<file path="src/rtl/dbus_uart_tx_pkg.sv">
// Shared types and constants for the DBUS <-> host UART bridge.
package dbus_pkg;

    localparam int UART_DATA_BITS       = 8;
    localparam int DEFAULT_CLKS_PER_BIT = 217;

    typedef enum logic {
        R_IDLE,
        R_WAITCLR
    } rd_state_t;

    typedef enum logic [1:0] {
        T_IDLE,
        T_START,
        T_DATA,
        T_STOP
    } tx_state_t;

endpackage

</file>
<file path="src/rtl/dbus_uart_tx_if.sv">
// Receive handshake of the DBUS link endpoint: byte, byte-waiting flag, one-cycle acknowledge.
interface dbus_uart_tx_if;

    logic [7:0] data;
    logic       avail;
    logic       read;

    modport master (
        output data,
        output avail,
        input  read
    );

    modport slave (
        input  data,
        input  avail,
        output read
    );

endinterface

</file>
<file path="src/rtl/dbus_uart_tx_byte_fifo.sv">
// Byte FIFO with first-word-fall-through head and occupancy count; shared with the UART RX path.
module byte_fifo #(
    parameter int DEPTH = 4
) (
    input  logic       i_clock,
    input  logic       i_reset_n,
    input  logic       i_push,
    input  logic [7:0] i_data,
    input  logic       i_pop,
    output logic [7:0] o_data,
    output logic [4:0] o_count,
    output logic       o_full,
    output logic       o_empty
);

    localparam int         PTR_W     = (DEPTH > 1) ? $clog2(DEPTH) : 1;
    localparam logic [4:0] DEPTH_CNT = 5'(DEPTH);

    logic [7:0]       r_mem [DEPTH];
    logic [PTR_W-1:0] r_wr_ptr;
    logic [PTR_W-1:0] r_rd_ptr;
    logic [4:0]       r_count;
    logic             w_push;
    logic             w_pop;

    // Guards keep the pointers coherent even if a caller ignores full/empty.
    assign w_push = i_push && !o_full;
    assign w_pop  = i_pop && !o_empty;

    always_ff @(posedge i_clock) begin
        if (w_push) begin
            r_mem[r_wr_ptr] <= i_data;
        end
    end

    always_ff @(posedge i_clock or negedge i_reset_n) begin
        if (!i_reset_n) begin
            r_wr_ptr <= '0;
            r_rd_ptr <= '0;
            r_count  <= '0;
        end else begin
            if (w_push) begin
                r_wr_ptr <= r_wr_ptr + 1'b1;
            end
            if (w_pop) begin
                r_rd_ptr <= r_rd_ptr + 1'b1;
            end
            case ({w_push, w_pop})
                2'b10:   r_count <= r_count + 5'd1;
                2'b01:   r_count <= r_count - 5'd1;
                default: r_count <= r_count;
            endcase
        end
    end

    assign o_data  = r_mem[r_rd_ptr];
    assign o_count = r_count;
    assign o_full  = (r_count == DEPTH_CNT);
    assign o_empty = (r_count == 5'd0);

endmodule

</file>
<file path="src/rtl/dbus_uart_tx.sv">
// DBUS-to-host bridge half: drains endpoint bytes into a FIFO and sends them as 8N1 UART frames.
//
// state      | meaning
// R_IDLE     | waiting for a byte at the endpoint and room in the FIFO
// R_WAITCLR  | byte taken; waiting for the endpoint to drop avail
// T_IDLE     | line high; pops the FIFO head when one is present
// T_START    | start bit (low)
// T_DATA     | data bits, LSB first
// T_STOP     | stop bit (high)
module dbus_uart_tx
    import dbus_pkg::*;
#(
    parameter int CLKS_PER_BIT = DEFAULT_CLKS_PER_BIT,
    parameter int FIFO_DEPTH   = 4
) (
    input  logic               i_clock,
    input  logic               i_reset_n,
    dbus_uart_tx_if.slave      bus,
    output logic               o_tx,
    output logic               o_busy,
    output logic               o_fifo_full,
    output logic [4:0]         o_fifo_count
);

    localparam logic [15:0] BAUD_RELOAD = 16'(CLKS_PER_BIT - 1);
    localparam logic [2:0]  LAST_BIT    = 3'(UART_DATA_BITS - 1);

    rd_state_t   r_rd_state;
    rd_state_t   w_rd_state_nxt;
    logic        r_read;
    logic        w_push;

    tx_state_t   r_tx_state;
    tx_state_t   w_tx_state_nxt;
    logic [15:0] r_baud;
    logic [15:0] w_baud_nxt;
    logic [2:0]  r_bit_idx;
    logic [2:0]  w_bit_idx_nxt;
    logic [7:0]  r_tx_byte;
    logic [7:0]  w_tx_byte_nxt;
    logic        r_tx;
    logic        w_tx_nxt;
    logic        w_pop;

    logic [7:0]  w_fifo_data;
    logic [4:0]  w_fifo_count;
    logic        w_fifo_full;
    logic        w_fifo_empty;

    byte_fifo #(
        .DEPTH (FIFO_DEPTH)
    ) u_fifo (
        .i_clock   (i_clock),
        .i_reset_n (i_reset_n),
        .i_push    (w_push),
        .i_data    (bus.data),
        .i_pop     (w_pop),
        .o_data    (w_fifo_data),
        .o_count   (w_fifo_count),
        .o_full    (w_fifo_full),
        .o_empty   (w_fifo_empty)
    );

    // Reader: one push per avail assertion; the endpoint drops avail two cycles after read.
    always_comb begin
        w_rd_state_nxt = r_rd_state;
        w_push         = 1'b0;
        case (r_rd_state)
            R_IDLE: begin
                if (bus.avail && !w_fifo_full) begin
                    w_push         = 1'b1;
                    w_rd_state_nxt = R_WAITCLR;
                end
            end
            R_WAITCLR: begin
                if (!bus.avail) begin
                    w_rd_state_nxt = R_IDLE;
                end
            end
            default: w_rd_state_nxt = R_IDLE;
        endcase
    end

    always_ff @(posedge i_clock or negedge i_reset_n) begin
        if (!i_reset_n) begin
            r_rd_state <= R_IDLE;
            r_read     <= 1'b0;
        end else begin
            r_rd_state <= w_rd_state_nxt;
            r_read     <= w_push;
        end
    end

    assign bus.read = r_read;

    // Serializer: the baud counter is held at reload in T_IDLE so every bit starts from a full period.
    always_comb begin
        w_tx_state_nxt = r_tx_state;
        w_baud_nxt     = (r_baud != 16'd0) ? (r_baud - 16'd1) : 16'd0;
        w_bit_idx_nxt  = r_bit_idx;
        w_tx_byte_nxt  = r_tx_byte;
        w_pop          = 1'b0;
        case (r_tx_state)
            T_IDLE: begin
                w_baud_nxt = BAUD_RELOAD;
                if (!w_fifo_empty) begin
                    w_pop          = 1'b1;
                    w_tx_byte_nxt  = w_fifo_data;
                    w_bit_idx_nxt  = 3'd0;
                    w_tx_state_nxt = T_START;
                end
            end
            T_START: begin
                if (r_baud == 16'd0) begin
                    w_baud_nxt     = BAUD_RELOAD;
                    w_bit_idx_nxt  = 3'd0;
                    w_tx_state_nxt = T_DATA;
                end
            end
            T_DATA: begin
                if (r_baud == 16'd0) begin
                    w_baud_nxt = BAUD_RELOAD;
                    if (r_bit_idx == LAST_BIT) begin
                        w_tx_state_nxt = T_STOP;
                    end else begin
                        w_bit_idx_nxt = r_bit_idx + 3'd1;
                    end
                end
            end
            T_STOP: begin
                if (r_baud == 16'd0) begin
                    w_baud_nxt     = BAUD_RELOAD;
                    w_tx_state_nxt = T_IDLE;
                end
            end
            default: w_tx_state_nxt = T_IDLE;
        endcase

        // Line level is registered alongside the state so o_tx is glitch-free.
        case (w_tx_state_nxt)
            T_START: w_tx_nxt = 1'b0;
            T_DATA:  w_tx_nxt = w_tx_byte_nxt[w_bit_idx_nxt];
            default: w_tx_nxt = 1'b1;
        endcase
    end

    always_ff @(posedge i_clock or negedge i_reset_n) begin
        if (!i_reset_n) begin
            r_tx_state <= T_IDLE;
            r_baud     <= BAUD_RELOAD;
            r_bit_idx  <= 3'd0;
            r_tx_byte  <= 8'd0;
            r_tx       <= 1'b1;
        end else begin
            r_tx_state <= w_tx_state_nxt;
            r_baud     <= w_baud_nxt;
            r_bit_idx  <= w_bit_idx_nxt;
            r_tx_byte  <= w_tx_byte_nxt;
            r_tx       <= w_tx_nxt;
        end
    end

    assign o_tx         = r_tx;
    assign o_busy       = (r_tx_state != T_IDLE);
    assign o_fifo_full  = w_fifo_full;
    assign o_fifo_count = w_fifo_count;

endmodule
</file>
<file path="src/flat_wrapper.sv">
// flat-port wrapper written by rule: the top's interface ports become plain ports
module dbus_uart_tx_flat import dbus_pkg::*;
#(
    parameter int CLKS_PER_BIT = DEFAULT_CLKS_PER_BIT,
    parameter int FIFO_DEPTH   = 4
)
  (i_clock, i_reset_n, o_tx, o_busy, o_fifo_full, o_fifo_count, bus_data, bus_avail, bus_read);
  dbus_uart_tx_if bus_i ();
  input  logic i_clock;
  input  logic i_reset_n;
  output logic o_tx;
  output logic o_busy;
  output logic o_fifo_full;
  output logic [4:0] o_fifo_count;
  input wire logic [$bits(bus_i.data)-1:0] bus_data;
  input wire logic [$bits(bus_i.avail)-1:0] bus_avail;
  output wire logic [$bits(bus_i.read)-1:0] bus_read;
  assign bus_i.data = bus_data;
  assign bus_i.avail = bus_avail;
  assign bus_read = bus_i.read;
  dbus_uart_tx #(.CLKS_PER_BIT(CLKS_PER_BIT), .FIFO_DEPTH(FIFO_DEPTH)) u_core (.i_clock(i_clock), .i_reset_n(i_reset_n), .bus(bus_i), .o_tx(o_tx), .o_busy(o_busy), .o_fifo_full(o_fifo_full), .o_fifo_count(o_fifo_count));
endmodule
</file>
<file path="config.mk">
export PLATFORM = sky130hd
export DESIGN_NAME = dbus_uart_tx_flat
export DESIGN_NICKNAME = d
export VERILOG_FILES = /design/src/rtl/dbus_uart_tx_pkg.sv /design/src/rtl/dbus_uart_tx_if.sv /design/src/rtl/dbus_uart_tx_byte_fifo.sv /design/src/rtl/dbus_uart_tx.sv /design/src/flat_wrapper.sv
export SDC_FILE = /design/constraint.sdc
export NUM_CORES = 1
export LEC_CHECK = 0
export BUFFER_PORTS_ARGS = -buffer_cell sky130_fd_sc_hd__buf_2
export CAP_MARGIN = 20
export CORE_UTILIZATION = 50
export CTS_CLUSTER_SIZE = 10
export DETAILED_ROUTE_END_ITERATION = 12
export GPL_ROUTABILITY_DRIVEN = 0
export GPL_TIMING_DRIVEN = 0
export PLACE_DENSITY = 0.78
export SYNTH_ARGS = -nofsm -noshare
export SYNTH_HDL_FRONTEND = slang
export SYNTH_SLANG_ARGS = --single-unit
</file>
<file path="constraint.sdc">
create_clock -name i_clock -period 6.3 [get_ports i_clock]
set_input_delay 0.945 -clock i_clock [delete_from_list [all_inputs] [get_ports i_clock]]
set_output_delay 0.945 -clock i_clock [all_outputs]
set_load 0.02 [all_outputs]
</file>
==> impl_metrics.py <==
metrics = {
    "power": {
        "total_power_mw": 1.47,
        "ir_drop_v": 0.000244,
        "p_per_area_mw_per_mm2": 396,
        "leakage_nw": 1.49,
    },
    "worst_setup_path": {
        "cp_max_fo": 9,
        "r2r_slack_ns": 3.12,
        "start_kind": "flip-flop",
        "r2r_end": "u_core.u_fifo.o_count[4]",
        "r2r-start": "u_core.u_fifo.o_count[1]",
        "cp_data_required_time_ns": 6.54,
        "crit_arrival_ns": 3.42,
        "cp-end-kind": "flip-flop",
        "reg2reg_depth": 14,
        "critPathKind": "reg2reg",
    },
    "clocking": {
        "clock_path_buffers": 2,
        "ctsResizeCount": 0,
        "post_cts_buffers": 0,
        "clk_latency_ns": 0.35,
        "htreeDepth": 3,
        "clock-root-buffer": "clkbuf_8",
        "cts_buffers": 9,
        "path_clk_slew_ns": 0.08,
        "cts_hold_buf": 0,
        "cts_tree": "done",
        "clock_sinks": 73,
    },
    "route": {
        "post-route-drc-count": 0,
        "ant_nets": 0,
        "drt_wl_total_mm": 5.59,
        "wl_met3_um": 206,
        "m1WireLength_mm": 2.30,
        "viasPerCell": 5.55,
        "vias": 2030,
        "post_drt_wl_per_cell_um": 15.3,
        "top_layer": "met4",
        "drt_pass1_iterations": 4,
        "dr.first_iter.drc_count": 75,
        "wl_met2_mm": 2.96,
    },
    "worst_hold_path": {
        "holdCritPathClass": "reg2reg",
        "min_to": "u_core.r_baud[0]",
        "min_from": "u_core.r_baud[0]",
        "whs_path_depth": 1,
    },
    "timing": {
        "slew_violations": 0,
        "max-slew-margin-rel_pct": 39.5,
        "clock-skew-final_ns": 0.00920,
        "setup_tns_ns": 0,
        "setup_viol": 0,
        "fmax_mhz": 314,
        "post-route-min-period_ns": 3.18,
        "whs_ns": 0.480,
        "tightest_slew_ns": 0.908,
        "fin_crit_sh_pct": 50.5,
        "rsz0062_at_grt": "no",
        "hold_violations": 0,
    },
    "cells_and_area": {
        "final_nets": 304,
        "final_layout_size_suffix_gt1_share_pct": 23.9,
        "num_antenna_cells": 0,
        "layout.cells.non_filler": 366,
        "final_common_cell": "dfrtp_1",
        "area_growth_pct": 11.5,
        "final_area_sq_mm": 0.00371,
        "final_cell_mix": "dfrtp_1, edfxtp_1, buf_2",
    },
    "placement": {
        "io_buffers": 19,
        "hpwl_mm": 3.89,
        "postPlaceCellArea_sq_mm": 0.00352,
        "dp.cells": 350,
    },
    "logic_synthesis": {
        "synth_cells": 254,
        "yosysSeqAreaShare_pct": 59.8,
        "yosys.cell_types.count": 44,
        "yosys_warnings": 0,
        "avgSynthCellArea_sq_um": 13.1,
        "syn_nets": 274,
        "netlist_area_sq_mm": 0.00333,
        "ys_seq_elements": 73,
    },
    "global_routing": {
        "grt_usage_pct": 17.6,
        "grt_overflow": 0,
        "antenna_found_initial": 0,
        "first_global_vias": 2076,
        "grt_max_degree": 42,
        "grt_pass1_wl_mm": 9.48,
    },
    "die": {
        "die_h_um": 83.6,
        "fp.dieW_um": 83.6,
        "num_rows": 29,
        "die-area_sq_mm": 0.00699,
        "ios": 20,
        "core_area_sq_mm": 0.00639,
        "initial_core_util_pct": 52.2,
    },
    "status": {
        "status": "complete, no violations",
    },
    "flow_run": {
        "drv_cap": 0,
    },
}
==> where the power goes <==
group / internal [mW] / total (mW) / switching (mW)
Combinational: 0.201 / 0.440 / 0.239
Clock: 0.155 / 0.354 / 0.199
Sequential: 0.613 / 0.675 / 0.0615
==> synth_stat cells (all sizes together) <==
cell | number | share of area (%)
or3 | 8 | 1.5
mux2 | 11 | 3.7
or4 | 3 | 0.68
inv | 10 | 1.1
edfxtp | 32 | 29
a31o | 1 | 0.26
o31ai | 2 | 0.45
and3 | 1 | 0.19
o21a | 1 | 0.23
xor2 | 9 | 2.4
nor3b | 1 | 0.23
or4b | 1 | 0.30
a222oi | 2 | 0.60
ha | 9 | 3.4
mux2i | 3 | 0.90
o21bai | 2 | 0.45
or2 | 3 | 0.56
nor3 | 4 | 0.60
a22o | 1 | 0.26
mux4 | 8 | 5.4
a31oi | 2 | 0.38
o211a | 1 | 0.30
buf | 3 | 0.41
xnor2 | 12 | 3.2
nand4 | 1 | 0.19
nand3 | 5 | 0.90
nor2b | 2 | 0.38
nor4b | 1 | 0.26
dfrtp | 36 | 27
nor4 | 5 | 1.4
nor2 | 16 | 1.8
a21oi | 6 | 0.90
o21ai | 13 | 2.0
nand2 | 16 | 1.8
nand3b | 2 | 0.45
a211oi | 3 | 0.83
dfstp | 5 | 3.9
and2 | 5 | 0.94
clkbuf | 8 | 0.90
==> worst max-delay path by stage <==
stage	from	end	slack [ns]
6_report	u_core.u_fifo.o_count[1]	u_core.u_fifo.o_count[4]	3.12
5_1_grt	u_core.u_fifo.o_count[1]	u_core.u_fifo.o_count[4]	2.81
3_3_place_gp	bus_avail	u_core.u_fifo.o_count[4]	3.00
2_1_floorplan	u_core.u_fifo.o_count[1]	u_core.u_fifo.o_count[4]	3.36
4_1_cts	u_core.u_fifo.o_count[1]	u_core.u_fifo.o_count[4]	3.13
3_5_place_dp	bus_avail	u_core.u_fifo.o_count[4]	2.94
==> state kept, by name, indices dropped and copies added, names as in the netlist <==
register	count
u_core.u_fifo.o_count	5
u_core.u_fifo.r_wr_ptr	2
u_core.r_rd_state	1
u_core.o_tx	1
u_core.bus.read	1
u_core.r_tx_state	2
u_core.u_fifo.r_rd_ptr	2
u_core.r_baud	16
u_core.r_tx_byte	8
u_core.u_fifo.r_mem	32
u_core.r_bit_idx	3
==> worst max-delay path, cell delays in order, from the launching register on <==
cell      delay, ns
dfrtp_1        0.35
clkbuf_1       0.27
nor2_1         0.07
nand3_1        0.12
inv_1          0.06
nor3b_1        0.69
inv_1          0.16
ha_1           0.32
xor2_1         0.17
ha_1           0.22
nand3_1        0.09
o21ai_0        0.08
a222oi_1       0.24
nor2_1         0.09
xor2_1         0.15
==> cell type report <==
cell class	count	area (sq um)
Tap cell	77	96.3
Inverter	10	37.5
Clock buffer	9	124
Sequential cell	73	1990
Fill cell	525	2670
Clock inverter	7	66.3
Buffer	11	43.8
Multi-Input combinational cell	160	1260
Timing Repair Buffer	19	95.1
==> cell families (layout without fill, tap and decap cells) <==
kind of cell               Yosys count  in the layout  synth area share, %
DFF                                 73             73                 59.8
xor gates and xnor gates            21             21                 5.52
and+or+nand+nor                     74             74                 12.2
AOI/OAI and AO/OA                   34             34                 6.61
adders and majority gates            9              9                 3.38
buffers and inverters               21             56                 2.44
muxes                               22             22                 10.0
==> per-stage QoR <==
stage	setup slack, ns	utilization [%]
after global placement	3.00	55.2
after CTS	3.13	58.1
after floorplan	3.36	-
final	3.12	58.1
after global routing	2.81	58.1
after detailed placement	2.94	55.2
==> metal layers <==
layer  vias to the layer above  GRT usage, %
met5                         -             0
met4                         0          9.24
met3                        13          4.15
met2                        32          31.3
met1                      1003          19.7
li1                        982             -
Power figures use the tool's default switching activity.
